<file path="src/rtl/qkt_softmax_pkg.sv">
// Shared types and constants for the QKT softmax pass engines.
//   SCORE_W      default signed score width
//   score_t      signed score of SCORE_W bits
//   SCORE_MIN    most-negative score_t, the neutral start value of a max reduction
//   pass_state_e state encoding shared by the pass-1/2/3 engines
package qkt_softmax_pkg;

  localparam int SCORE_W = 16;

  typedef logic signed [SCORE_W-1:0] score_t;

  localparam score_t SCORE_MIN = score_t'({1'b1, {(SCORE_W-1){1'b0}}});

  typedef enum logic [2:0] {
    IDLE,
    READ,
    DRAIN,
    DONE,
    HOLD
  } pass_state_e;

endpackage

</file>
<file path="src/rtl/qkt_rd_addr_gen.sv">
// Score buffer read sequencer shared by the softmax pass engines.
// Issues ROW_LEN consecutive reads starting at address 0 after a start pulse.
// Ports:
//   clk, rst   clock, asynchronous active-high reset
//   start      begin a new row; rd_addr restarts at 0
//   abort      stop issuing reads at the next edge
//   rd_en      read strobe, high for exactly ROW_LEN cycles per completed row
//   rd_addr    read address 0..ROW_LEN-1, never wraps within a row
//   last       current strobe addresses the final score of the row
module qkt_rd_addr_gen #(
  parameter int ROW_LEN = 64,
  parameter int ADDR_W  = $clog2(ROW_LEN)
) (
  input  logic              clk,
  input  logic              rst,
  input  logic              start,
  input  logic              abort,
  output logic              rd_en,
  output logic [ADDR_W-1:0] rd_addr,
  output logic              last
);

  assign last = rd_en && (rd_addr == ADDR_W'(ROW_LEN - 1));

  // Abort has priority so a dropped enable can never extend a row.
  always_ff @(posedge clk or posedge rst) begin
    if (rst) begin
      rd_en   <= 1'b0;
      rd_addr <= '0;
    end else if (abort) begin
      rd_en   <= 1'b0;
    end else if (start) begin
      rd_en   <= 1'b1;
      rd_addr <= '0;
    end else if (rd_en) begin
      if (last) begin
        rd_en <= 1'b0;
      end else begin
        rd_addr <= rd_addr + ADDR_W'(1);
      end
    end
  end

endmodule

</file>
<file path="src/rtl/qkt_pass1_rowmax_engine.sv">
// Pass-1 executor of the QKT softmax pipeline: streams one score row from the
// score buffer and reduces it to its signed maximum.
// Optional feature macro: QKT_ROWMAX_ARGMAX_EN adds the row_argmax port.
// Ports:
//   clk, rst       clock, asynchronous active-high reset
//   enable_pass1   level enable from the controller, held until done_pass1 seen
//   done_pass1     single-cycle completion pulse
//   rd_en, rd_addr score buffer read strobe and address
//   rd_data        buffer data, valid one cycle after rd_en
//   row_max        signed maximum of the last completed row
//   row_max_valid  row_max holds a completed result
//   row_argmax     first index of the maximum (QKT_ROWMAX_ARGMAX_EN only)
module qkt_pass1_rowmax_engine
  import qkt_softmax_pkg::*;
#(
  parameter int DATA_W  = SCORE_W,
  parameter int ROW_LEN = 64,
  parameter int ADDR_W  = $clog2(ROW_LEN)
) (
  input  logic                     clk,
  input  logic                     rst,
  input  logic                     enable_pass1,
  output logic                     done_pass1,
  output logic                     rd_en,
  output logic [ADDR_W-1:0]        rd_addr,
  input  logic signed [DATA_W-1:0] rd_data,
  output logic signed [DATA_W-1:0] row_max,
  output logic                     row_max_valid
`ifdef QKT_ROWMAX_ARGMAX_EN
  ,
  output logic [ADDR_W-1:0]        row_argmax
`endif
);

  localparam logic signed [DATA_W-1:0] ACC_MIN = {1'b1, {(DATA_W-1){1'b0}}};

  pass_state_e state;
  logic signed [DATA_W-1:0] acc;
  logic data_valid;
  logic gen_start;
  logic gen_abort;
  logic gen_last;
  logic take;

  assign gen_start = (state == IDLE) && enable_pass1;
  assign gen_abort = ((state == READ) || (state == DRAIN)) && !enable_pass1;

  // Strictly greater keeps the earliest index on ties.
  assign take = data_valid && (rd_data > acc);

  qkt_rd_addr_gen #(
    .ROW_LEN (ROW_LEN),
    .ADDR_W  (ADDR_W)
  ) u_addr_gen (
    .clk     (clk),
    .rst     (rst),
    .start   (gen_start),
    .abort   (gen_abort),
    .rd_en   (rd_en),
    .rd_addr (rd_addr),
    .last    (gen_last)
  );

`ifdef QKT_ROWMAX_ARGMAX_EN
  logic [ADDR_W-1:0] idx_pipe;
  logic [ADDR_W-1:0] acc_idx;

  // Address of the sample now on rd_data, aligned with data_valid.
  always_ff @(posedge clk or posedge rst) begin
    if (rst) begin
      idx_pipe   <= '0;
      acc_idx    <= '0;
      row_argmax <= '0;
    end else begin
      if (rd_en) idx_pipe <= rd_addr;
      if (take)  acc_idx  <= idx_pipe;
      if (state == DRAIN && enable_pass1) row_argmax <= take ? idx_pipe : acc_idx;
    end
  end
`endif

  // Control FSM plus the running maximum. The final sample is folded in while
  // it is compared (DRAIN), so row_max and done_pass1 update on the same edge.
  always_ff @(posedge clk or posedge rst) begin
    if (rst) begin
      state         <= IDLE;
      done_pass1    <= 1'b0;
      row_max       <= '0;
      row_max_valid <= 1'b0;
      acc           <= ACC_MIN;
      data_valid    <= 1'b0;
    end else begin
      done_pass1 <= 1'b0;
      data_valid <= rd_en && !gen_abort;
      if (take) acc <= rd_data;
      case (state)
        IDLE: begin
          if (enable_pass1) begin
            state         <= READ;
            row_max_valid <= 1'b0;
            acc           <= ACC_MIN;
          end
        end
        READ: begin
          if (!enable_pass1)  state <= IDLE;
          else if (gen_last)  state <= DRAIN;
        end
        DRAIN: begin
          if (!enable_pass1) begin
            state <= IDLE;
          end else begin
            state         <= DONE;
            done_pass1    <= 1'b1;
            row_max       <= take ? rd_data : acc;
            row_max_valid <= 1'b1;
          end
        end
        DONE: state <= HOLD;
        HOLD: if (!enable_pass1) state <= IDLE;
        default: state <= IDLE;
      endcase
    end
  end

endmodule

</file>
<file path="config.mk">
export PLATFORM = sky130hd
export DESIGN_NAME = qkt_pass1_rowmax_engine
export DESIGN_NICKNAME = d
export VERILOG_FILES = /design/src/rtl/qkt_softmax_pkg.sv /design/src/rtl/qkt_rd_addr_gen.sv /design/src/rtl/qkt_pass1_rowmax_engine.sv
export SDC_FILE = /design/constraint.sdc
export NUM_CORES = 1
export LEC_CHECK = 0
export CORE_MARGIN = 1.5
export CORE_UTILIZATION = 53
export DETAILED_ROUTE_END_ITERATION = 10
export PLACE_DENSITY = 0.9
export SKIP_CTS_REPAIR_TIMING = 1
export SLEW_MARGIN = 15
export SYNTH_ARGS = -nofsm -noshare
export SYNTH_HDL_FRONTEND = slang
export SYNTH_HIERARCHICAL = 1
export SYNTH_SLANG_ARGS = --single-unit
</file>
<file path="constraint.sdc">
create_clock -name clk -period 3.3 [get_ports clk]
set_input_delay 0.66 -clock clk [delete_from_list [all_inputs] [get_ports clk]]
set_output_delay 0.66 -clock clk [all_outputs]
set_load 0.1 [all_outputs]
</file>
==> results.json, run 1 <==
{
  "status": "finished, final reports clean",
  "p_per_area_mw_per_mm2": 709,
  "antenna_found_initial": 0,
  "hold_violations": 0,
  "endpoint_kind": "flip-flop",
  "grt_overflow_total": 0,
  "path_cells": "clkdlybuf4s50_1, ha_1, nor2b_1, o211ai_1, a2111oi_2, o311ai_2, buf_4, nand3_2, a31oi_1",
  "synth_nets": 292,
  "drt_iter0_drc": 139,
  "viasPerCell": 5.97,
  "power.share.combinational_pct": 43.9,
  "rows": 25,
  "final_nets": 346,
  "required_ns": 3.52,
  "syn_inst": 256,
  "vias": 2180,
  "finalCritPeriodShare_pct": 91.3,
  "fin_tns_setup_ns": 0,
  "insertedDiodeCount": 0,
  "synth-seq-area-share_pct": 44.2,
  "slowest_stage": "o311ai_2",
  "final.setup_skew_ns": 0.00732,
  "numCtsBuffers": 5,
  "start_util_pct": 54.4,
  "gp_congestion": 0.856,
  "fmax_mhz": 332,
  "track_usage_pct": 23.8,
  "p_sw_share_pct": 41.8,
  "cts_tree": "yes",
  "drive_above_1_share_pct": 22.8,
  "hold_path.class": "flip-flop to flip-flop",
  "insertion_delay_ns": 0.30,
  "dieArea_mm2": 0.00524,
  "syn_area_mm2": 0.00255,
  "finalSetupViolations": 0,
  "max-cap-violations": 0,
  "critPathTopFamily": "compound AO/OA/AOI/OAI gates",
  "synth_flop_cell": "dfrtp_1",
  "drc": 0,
  "seqPwrFrac_pct": 34.2,
  "die_h_um": 72.4,
  "grt_max_degree": 35,
  "area_growth_pct": 23.2,
  "path_clk_slew_ns": 0.09,
  "core-area_mm2": 0.00469,
  "clock_sinks": 45,
  "slew_headroom_pct": 39.1,
  "num_io_pins": 44,
  "detail_route.wl_per_cell_um": 16.2,
  "start_kind": "input pin",
  "htreeDepth": 2,
  "power.switching_uw": 932,
  "first_pass_iters": 6,
  "worst_pin_slew_ns": 0.913,
  "final-max-slew-violation-count": 0,
  "p_leak_uw": 0.00141,
  "crit_buf_inv": 2,
  "grt_pass1_vias": 2157,
  "intPower_uw": 1300,
  "cts_max_path_buffers": 2,
  "irDropWorstVdd_uv": 489,
  "critPathMaxStageDelay_ns": 0.72,
  "dp.final_hpwl_um": 4230,
  "crit_fanout": 10,
  "crit_type": "input pin to flip-flop",
  "cp.arrival_ns": 3.23,
  "port_buffers": 43,
  "synth_edf_count": 0,
  "avgSynthCellArea_um2": 9.97,
  "wirelength_um": 5910,
  "ant_nets": 0,
  "yosys_register_bits": 45,
  "ys_warn_count": 6,
  "synthArstFlopShare_pct": 100,
  "finalPower_uw": 2230,
  "clkPwrFrac_pct": 21.9,
  "final_area_mm2": 0.00314,
  "synth_cell_types": 46,
  "die_w_um": 72.4,
  "min_period_ns": 3.01,
  "post-place-ws_ns": 0.0697,
  "fin_ws_ns": 0.288,
  "cts-root-buf": "clkbuf_8",
  "placedInstanceArea_mm2": 0.00301,
  "rsz0062_at_grt": "no",
  "grt_pass1_wl_um": 9590
}
==> synth_stat cells, types with 3 or more instances <==
master	n	area [um2]
a21o_1	4	30.0
dfrtp_1	44	1100
ha_1	17	213
nand3_2	11	110
o311ai_1	3	26.3
nor2b_1	3	18.8
buf_6	3	33.8
nor2_1	20	75.1
nand2b_1	3	18.8
nand3_1	9	45.0
or4_1	3	22.5
a21oi_1	25	125
clkbuf_1	5	18.8
inv_1	25	93.8
nand4_1	5	31.3
nand2_1	8	30.0
a31oi_1	17	106
o21ai_0	4	20.0
o211ai_1	16	120
==> layer usage <==
metal | track usage (%) | share of wire (%) | vias to the layer above
met5 | 0 | 0 | -
li1 | - | - | 1049
met3 | 4.86 | 4.8 | 16
met1 | 25.0 | 40 | 1043
met2 | 45.9 | 54 | 72
met4 | 9.64 | 1.9 | 0
==> cell families (layout without fill, tap and decap cells) <==
| logic type | Yosys count | in the layout | synth area share, % |
|---|---|---|---|
| compound gates | 81 | 81 | 21.4 |
| xor+xnor | 1 | 1 | 0.343 |
| fa+ha+maj | 17 | 17 | 8.34 |
| buf+inv | 38 | 93 | 7.90 |
| flops | 45 | 45 | 44.2 |
| simple gates | 74 | 74 | 17.8 |
==> cell type report <==
cell class              count  area (um2)
fillers                   360        1550
multi-input cells         173        1220
flip-flops and latches     45        1130
repair buffers             60         495
inverters                  25        93.8
clock buffers               5        68.8
well taps                  54        67.6
clock inverters             3        65.1
==> power by group through the flow <==
stage	clock, uW	combinational (uW)	sequential, uW
global route	514	1060	775
floorplan	0	547	958
CTS	498	974	759
finish	489	979	762
detailed placement	0	959	768
global placement	0	928	760
==> worst reg2reg max path: stages, from the launching register on <==
cell,delay [ns]
dfstp_2,0.55
inv_1,0.04
ha_1,0.34
a21oi_1,0.17
o21ai_1,0.08
a21o_1,0.21
o311ai_2,0.67
buf_4,0.29
nand3_2,0.09
a31oi_1,0.17
==> layout by cell type, fill, tap and decap left out, drive strengths merged, types with 6 or more instances in the layout <==
master / instances
a31oi: 17
nand2: 8
o211ai: 17
nand3: 20
clkdlybuf4s50: 18
nand4: 6
a21oi: 25
dfrtp: 44
inv: 25
ha: 17
buf: 42
nor2: 20
==> metrics by stage <==
step | utilization, % | cells | hold slack [ns]
after floorplan | - | 256 | 0.463
after global routing | 67.0 | 365 | 0.498
after global placement | 64.1 | 357 | 0.464
final | 67.0 | 365 | 0.486
after CTS | 67.0 | 365 | 0.488
after detailed placement | 64.1 | 357 | 0.468
==> final timing paths <==
path	slack [ns]	startpoint	endpoint	depth (start not counted)
worst max-delay path	0.29	rd_data[1]	row_max[6]$_DFFE_PP0P_	9
worst min-delay path	0.49	row_max_valid$_DFFE_PP0P_	row_max_valid$_DFFE_PP0P_	1
worst max register to register	0.60	acc[15]$_DFF_PP1_	row_max[6]$_DFFE_PP0P_	9
worst min register to register	0.49	row_max_valid$_DFFE_PP0P_	row_max_valid$_DFFE_PP0P_	1
max in group asynchronous	1.73	rst	row_max[11]$_DFFE_PP0P_	3
min in group asynchronous	0.62	rst	u_addr_gen/rd_addr[4]$_DFFE_PP0P_	2
==> sequential cells by signal (all words and copies together), names as in the netlist <==
name / count
data_valid: 1
acc: 16
u_addr_gen/rd_addr: 6
state: 3
u_addr_gen/rd_en: 1
row_max: 16
done_pass1: 1
row_max_valid: 1
No activity file was read; power rests on OpenSTA's default activity.
==> run 2: changes to the inputs <==
--- a/config.mk
+++ b/config.mk
@@ -5,9 +5,11 @@
 export SDC_FILE = /design/constraint.sdc
 export NUM_CORES = 1
 export LEC_CHECK = 0
-export CORE_MARGIN = 1.5
+export CORE_MARGIN = 4
 export CORE_UTILIZATION = 53
+export CTS_BUF_LIST = sky130_fd_sc_hd__clkbuf_8 sky130_fd_sc_hd__clkbuf_16
 export DETAILED_ROUTE_END_ITERATION = 10
+export GPL_ROUTABILITY_DRIVEN = 0
 export PLACE_DENSITY = 0.9
 export SKIP_CTS_REPAIR_TIMING = 1
 export SLEW_MARGIN = 15
==> run 2 against run 1 <==
Compared with the run above: clock skew rose by 0.0048 ns; non-clock buffer count fell by 4; clock-buffer cell count rose by 2; die area rose by 14%; sequential power fell by 1%; highest routed layer unchanged.
==> results.json, run 2 (synthesized netlist as in run 1, its figures left out) <==
{
  "cts-root-buf": "clkbuf_8",
  "irDropWorstVdd_uv": 488,
  "rsz0062_at_grt": "no",
  "drive_above_1_share_pct": 21.8,
  "finalSetupViolations": 0,
  "grt_overflow_total": 0,
  "core-area_mm2": 0.00450,
  "critPathMaxStageDelay_ns": 0.57,
  "detail_route.wl_per_cell_um": 16.0,
  "port_buffers": 43,
  "final_common_cell": "dfrtp_1",
  "track_usage_pct": 19.8,
  "die_h_um": 77.4,
  "status": "finished, final reports clean",
  "clock_sinks": 45,
  "path_clk_slew_ns": 0.08,
  "path_cells": "clkdlybuf4s50_1, ha_1, nand4_4, a2111oi_2, o31a_2, o211ai_1, a31oi_1",
  "critPathTopFamily": "compound AO/OA/AOI/OAI gates",
  "start_kind": "input pin",
  "crit_buf_inv": 1,
  "rows": 24,
  "antenna_found_initial": 0,
  "insertion_delay_ns": 0.31,
  "fin_tns_setup_ns": 0,
  "vias": 2158,
  "required_ns": 3.52,
  "placedInstanceArea_mm2": 0.00298,
  "insertedDiodeCount": 0,
  "p_per_area_mw_per_mm2": 676,
  "mostFrequentLayoutCells": "44 x dfrtp_1, 38 x buf_4, 25 x a21oi_1, 25 x inv_1, 19 x nor2_1",
  "cts_tree": "yes",
  "finalCritPeriodShare_pct": 89.3,
  "endpoint_kind": "flip-flop",
  "p_leak_uw": 0.00138,
  "wirelength_um": 5750,
  "slew_headroom_pct": 42.4,
  "final-max-slew-violation-count": 0,
  "largestRegisters": "acc x16, row_max x16, u_addr_gen/rd_addr x6",
  "final_nets": 342,
  "worst_pin_slew_ns": 0.862,
  "fillers": 364,
  "htreeDepth": 2,
  "final.setup_skew_ns": 0.0121,
  "grt_pass1_wl_um": 9650,
  "fmax_mhz": 339,
  "seqPwrFrac_pct": 36.1,
  "holdWs_ns": 0.481,
  "finalPower_uw": 2080,
  "drt_iter0_drc": 119,
  "grt_pass1_vias": 2154,
  "ant_nets": 0,
  "hold_violations": 0,
  "num_io_pins": 44,
  "power.share.combinational_pct": 45.5,
  "first_pass_iters": 4,
  "cts_max_path_buffers": 2,
  "numCtsBuffers": 5,
  "grt_max_degree": 24,
  "crit_type": "input pin to flip-flop",
  "max-cap-violations": 0,
  "cp.arrival_ns": 3.17,
  "power.switching_uw": 914,
  "min_period_ns": 2.95,
  "drc": 0,
  "die_w_um": 77.4,
  "dieArea_mm2": 0.00599,
  "dp.final_hpwl_um": 4320,
  "start_util_pct": 56.6,
  "area_growth_pct": 20.6,
  "intPower_uw": 1170,
  "clkPwrFrac_pct": 18.4,
  "final_area_mm2": 0.00308,
  "crit_fanout": 15,
  "hold_path.class": "flip-flop to flip-flop",
  "slowest_stage": "a2111oi_2",
  "p_sw_share_pct": 43.9,
  "viasPerCell": 6.01
}
[run 2: changes by cell type in the layout (fill, tap and decap cells not counted), sizes merged]
cell	previous run	this run
bufinv	2	0
buf	42	38
clkbuf	5	7
[run 2: final timing paths]
path                            slack, ns  cells after the start                       from                                end
worst max-delay path                 0.35                      7                rd_data[15]            row_max[15]$_DFFE_PP0P_
min in group asynchronous            0.61                      2                        rst  u_addr_gen/rd_addr[1]$_DFFE_PP0P_
worst min-delay path                 0.48                      1  row_max_valid$_DFFE_PP0P_          row_max_valid$_DFFE_PP0P_
max in group asynchronous            1.78                      3                        rst          row_max_valid$_DFFE_PP0P_
worst min register to register       0.48                      1  row_max_valid$_DFFE_PP0P_          row_max_valid$_DFFE_PP0P_
worst max register to register       0.63                      7          acc[15]$_DFF_PP1_            row_max[15]$_DFFE_PP0P_
[run 2: routing by layer]
metal / global-route usage (%) / routed length (um) / up-vias
li1: - / - / 1040
met1: 24.1 / 2400 / 1026
met2: 33.9 / 2890 / 72
met3: 5.21 / 333 / 20
met4: 7.12 / 132 / 0
met5: 0 / 0 / -
[run 2: final cells by class]
class	instances	area [um2]	area share [%]
Clock buffer	7	96.3	3.13
Clock inverter	1	5.00	0.163
Inverter	25	93.8	3.05
Multi-Input combinational cell	173	1220	39.8
Sequential cell	45	1130	36.6
Tap cell	52	65.1	2.11
Timing Repair Buffer	56	465	15.1
[run 2: stage by stage]
stage | worst slack, ns | cells | utilization, %
2_1_floorplan | 0.796 | 256 | -
3_3_place_gp | 0.161 | 351 | 66.1
3_5_place_dp | 0.0536 | 351 | 66.1
4_1_cts | 0.374 | 359 | 68.3
5_1_grt | 0.167 | 359 | 68.3
6_report | 0.354 | 359 | 68.3
[run 2: power by group through the flow]
stage | Sequential [uW] | Clock [uW] | Combinational (uW)
after detailed placement | 760 | 0 | 942
after CTS | 750 | 384 | 947
final | 751 | 382 | 947
after floorplan | 958 | 0 | 547
after global placement | 756 | 0 | 916
after global routing | 767 | 409 | 1030
==> run 3: changes to the inputs <==
==> constraint.sdc (replaced) <==
create_clock -name clk -period 2.8 [get_ports clk]
set_input_delay 0.56 -clock clk [delete_from_list [all_inputs] [get_ports clk]]
set_output_delay 0.56 -clock clk [all_outputs]
set_load 0.1 [all_outputs]
==> run 3 against run 2 <==
Compared with the run above: non-clock buffer count increased by 14; hold slack better by 0.0060 ns; first-iteration DRC count grew 8.4%; clock-buffer cell count decreased by 2; highest routed layer unchanged.
==> results.json, run 3 (synthesized netlist as in run 1, its figures left out) <==
{
  "status": "finished, final reports clean",
  "dp.final_hpwl_um": 4190,
  "area_growth_pct": 27.4,
  "worstRegToRegCells": 11,
  "min_period_ns": 2.74,
  "fin_ws_ns": 0.0569,
  "first_pass_iters": 4,
  "drt_iter0_drc": 129,
  "numCtsBuffers": 5,
  "insertedDiodeCount": 0,
  "slew_headroom_pct": 68.3,
  "insertion_delay_ns": 0.30,
  "clock_sinks": 45,
  "reg2reg_slack_ns": 0.28,
  "htreeDepth": 2,
  "holdPathEnd": "row_max_valid$_DFFE_PP0P_",
  "wirelength_um": 6180,
  "r2r_end": "row_max[12]$_DFFE_PP0P_",
  "final-max-slew-violation-count": 0,
  "dp.cells": 365,
  "final.setup_skew_ns": 0.00359,
  "cpMostUsedCell": "buf_4",
  "drive_above_1_share_pct": 25.5,
  "cts_tree": "yes",
  "finalSetupViolations": 0,
  "cts_max_path_buffers": 2,
  "largestRegisters": "acc x16, row_max x16, u_addr_gen/rd_addr x6",
  "mostFrequentLayoutCells": "52 x buf_4, 44 x dfrtp_1, 25 x a21oi_1, 25 x inv_1, 19 x nor2_1",
  "start_kind": "input pin",
  "required_ns": 3.02,
  "detail_route.wl_per_cell_um": 16.6,
  "port_buffers": 43,
  "crit_fanout": 5,
  "fmax_mhz": 365,
  "start_util_pct": 56.6,
  "crit_type": "input pin to flip-flop",
  "drc": 0,
  "grt_pass1_vias": 2237,
  "irDropWorstVdd_uv": 956,
  "finalCritPeriodShare_pct": 98.0,
  "fin_cells": 373,
  "num_io_pins": 44,
  "hold_path.class": "flip-flop to flip-flop",
  "final_nets": 356,
  "vias": 2260,
  "endpoint_kind": "flip-flop",
  "critPathMaxStageDelay_ns": 0.54,
  "final_common_cell": "buf_4",
  "rows": 24,
  "die_h_um": 77.4,
  "grt_pass1_wl_um": 10200,
  "core-area_mm2": 0.00450,
  "cp.arrival_ns": 2.96,
  "track_usage_pct": 21.0,
  "dieArea_mm2": 0.00599,
  "p_leak_uw": 0.00146,
  "path_cells": "clkdlybuf4s50_1, ha_1, nand4_1, o41a_1, buf_4, o311ai_4, buf_4, nand3_2, a31oi_1",
  "viasPerCell": 6.06,
  "worst_pin_slew_ns": 0.476,
  "cts-root-buf": "clkbuf_8",
  "grt_max_degree": 39,
  "reg2reg_from": "acc[15]$_DFF_PP1_",
  "p_per_area_mw_per_mm2": 836,
  "post-place-ws_ns": -0.295,
  "slowest_stage": "o41a_1",
  "die_w_um": 77.4,
  "hold_violations": 0,
  "grt_overflow_total": 0,
  "antenna_found_initial": 0,
  "max-cap-violations": 0,
  "path_clk_slew_ns": 0.08,
  "worstHoldPathCells": 1,
  "ant_nets": 0,
  "hold_path.startpoint": "row_max_valid$_DFFE_PP0P_"
}
-- run 3: worst max-delay path by stage --
| stage | slack [ns] | endpoint | depth (start not counted) | start |
|---|---|---|---|---|
| finish | 0.06 | row_max[12]$_DFFE_PP0P_ | 9 | rd_data[10] |
| global route | -0.001 | row_max[9]$_DFFE_PP0P_ | 9 | rd_data[10] |
| CTS | -0.003 | row_max[12]$_DFFE_PP0P_ | 8 | rd_data[10] |
| detailed placement | -0.29 | row_max[12]$_DFFE_PP0P_ | 8 | rd_data[15] |
| global placement | -0.17 | row_max[15]$_DFFE_PP0P_ | 10 | rd_data[15] |
| floorplan | 0.40 | row_max[10]$_DFFE_PP0P_ | 10 | rd_data[15] |
-- run 3: worst max-delay path: cells and delay by family --
| kind | cells | cell delay [ns] |
|---|---|---|
| and+or+nand+nor | 2 | 0.32 |
| AOI/OAI and AO/OA | 3 | 0.84 |
| adders and majority gates | 1 | 0.36 |
| buffers and inverters | 3 | 0.87 |
-- run 3: area by class of cell --
type | instances | area [um2]
fill | 316 | 1250
timing repair buffer | 70 | 571
multi-input combinational | 173 | 1260
tap | 52 | 65.1
inverter | 25 | 93.8
clock inverter | 3 | 65.1
sequential | 45 | 1130
clock buffer | 5 | 68.8
-- run 3: report_power, final --
part           switching [uW]  total, uW  internal, uW  leakage [uW]
combinational             807       1250           440      0.000806
sequential                111        892           780      0.000590
clock                     223        578           354     0.0000681
total                    1140       2720          1580       0.00146
-- run 3: stage by stage --
| step | hold WS, ns | instance area, um2 | power, uW | TNS (ns) | util [%] |
|---|---|---|---|---|---|
| 6_report | 0.487 | 3250 | 2720 | 0 | 72.1 |
| 5_1_grt | 0.517 | 3250 | 2860 | -0.000993 | 72.1 |
| 4_1_cts | 0.491 | 3220 | 2670 | -0.00250 | 71.4 |
| 3_5_place_dp | 0.472 | 3080 | 2080 | -7.27 | 68.4 |
| 3_3_place_gp | 0.468 | 3080 | 2040 | -4.63 | 68.4 |
| 2_1_floorplan | 0.363 | 2550 | 1770 | 0 | - |
-- run 3: per-layer routing --
| metal | wire [um] | GRT usage (%) | part of all wire (%) | vias to the layer above |
|---|---|---|---|---|
| li1 | - | - | - | 1060 |
| met1 | 2500 | 24.7 | 40 | 1093 |
| met2 | 3130 | 36.5 | 51 | 84 |
| met3 | 371 | 5.56 | 6.0 | 23 |
| met4 | 172 | 8.19 | 2.8 | 0 |
| met5 | 0 | 0 | 0 | - |
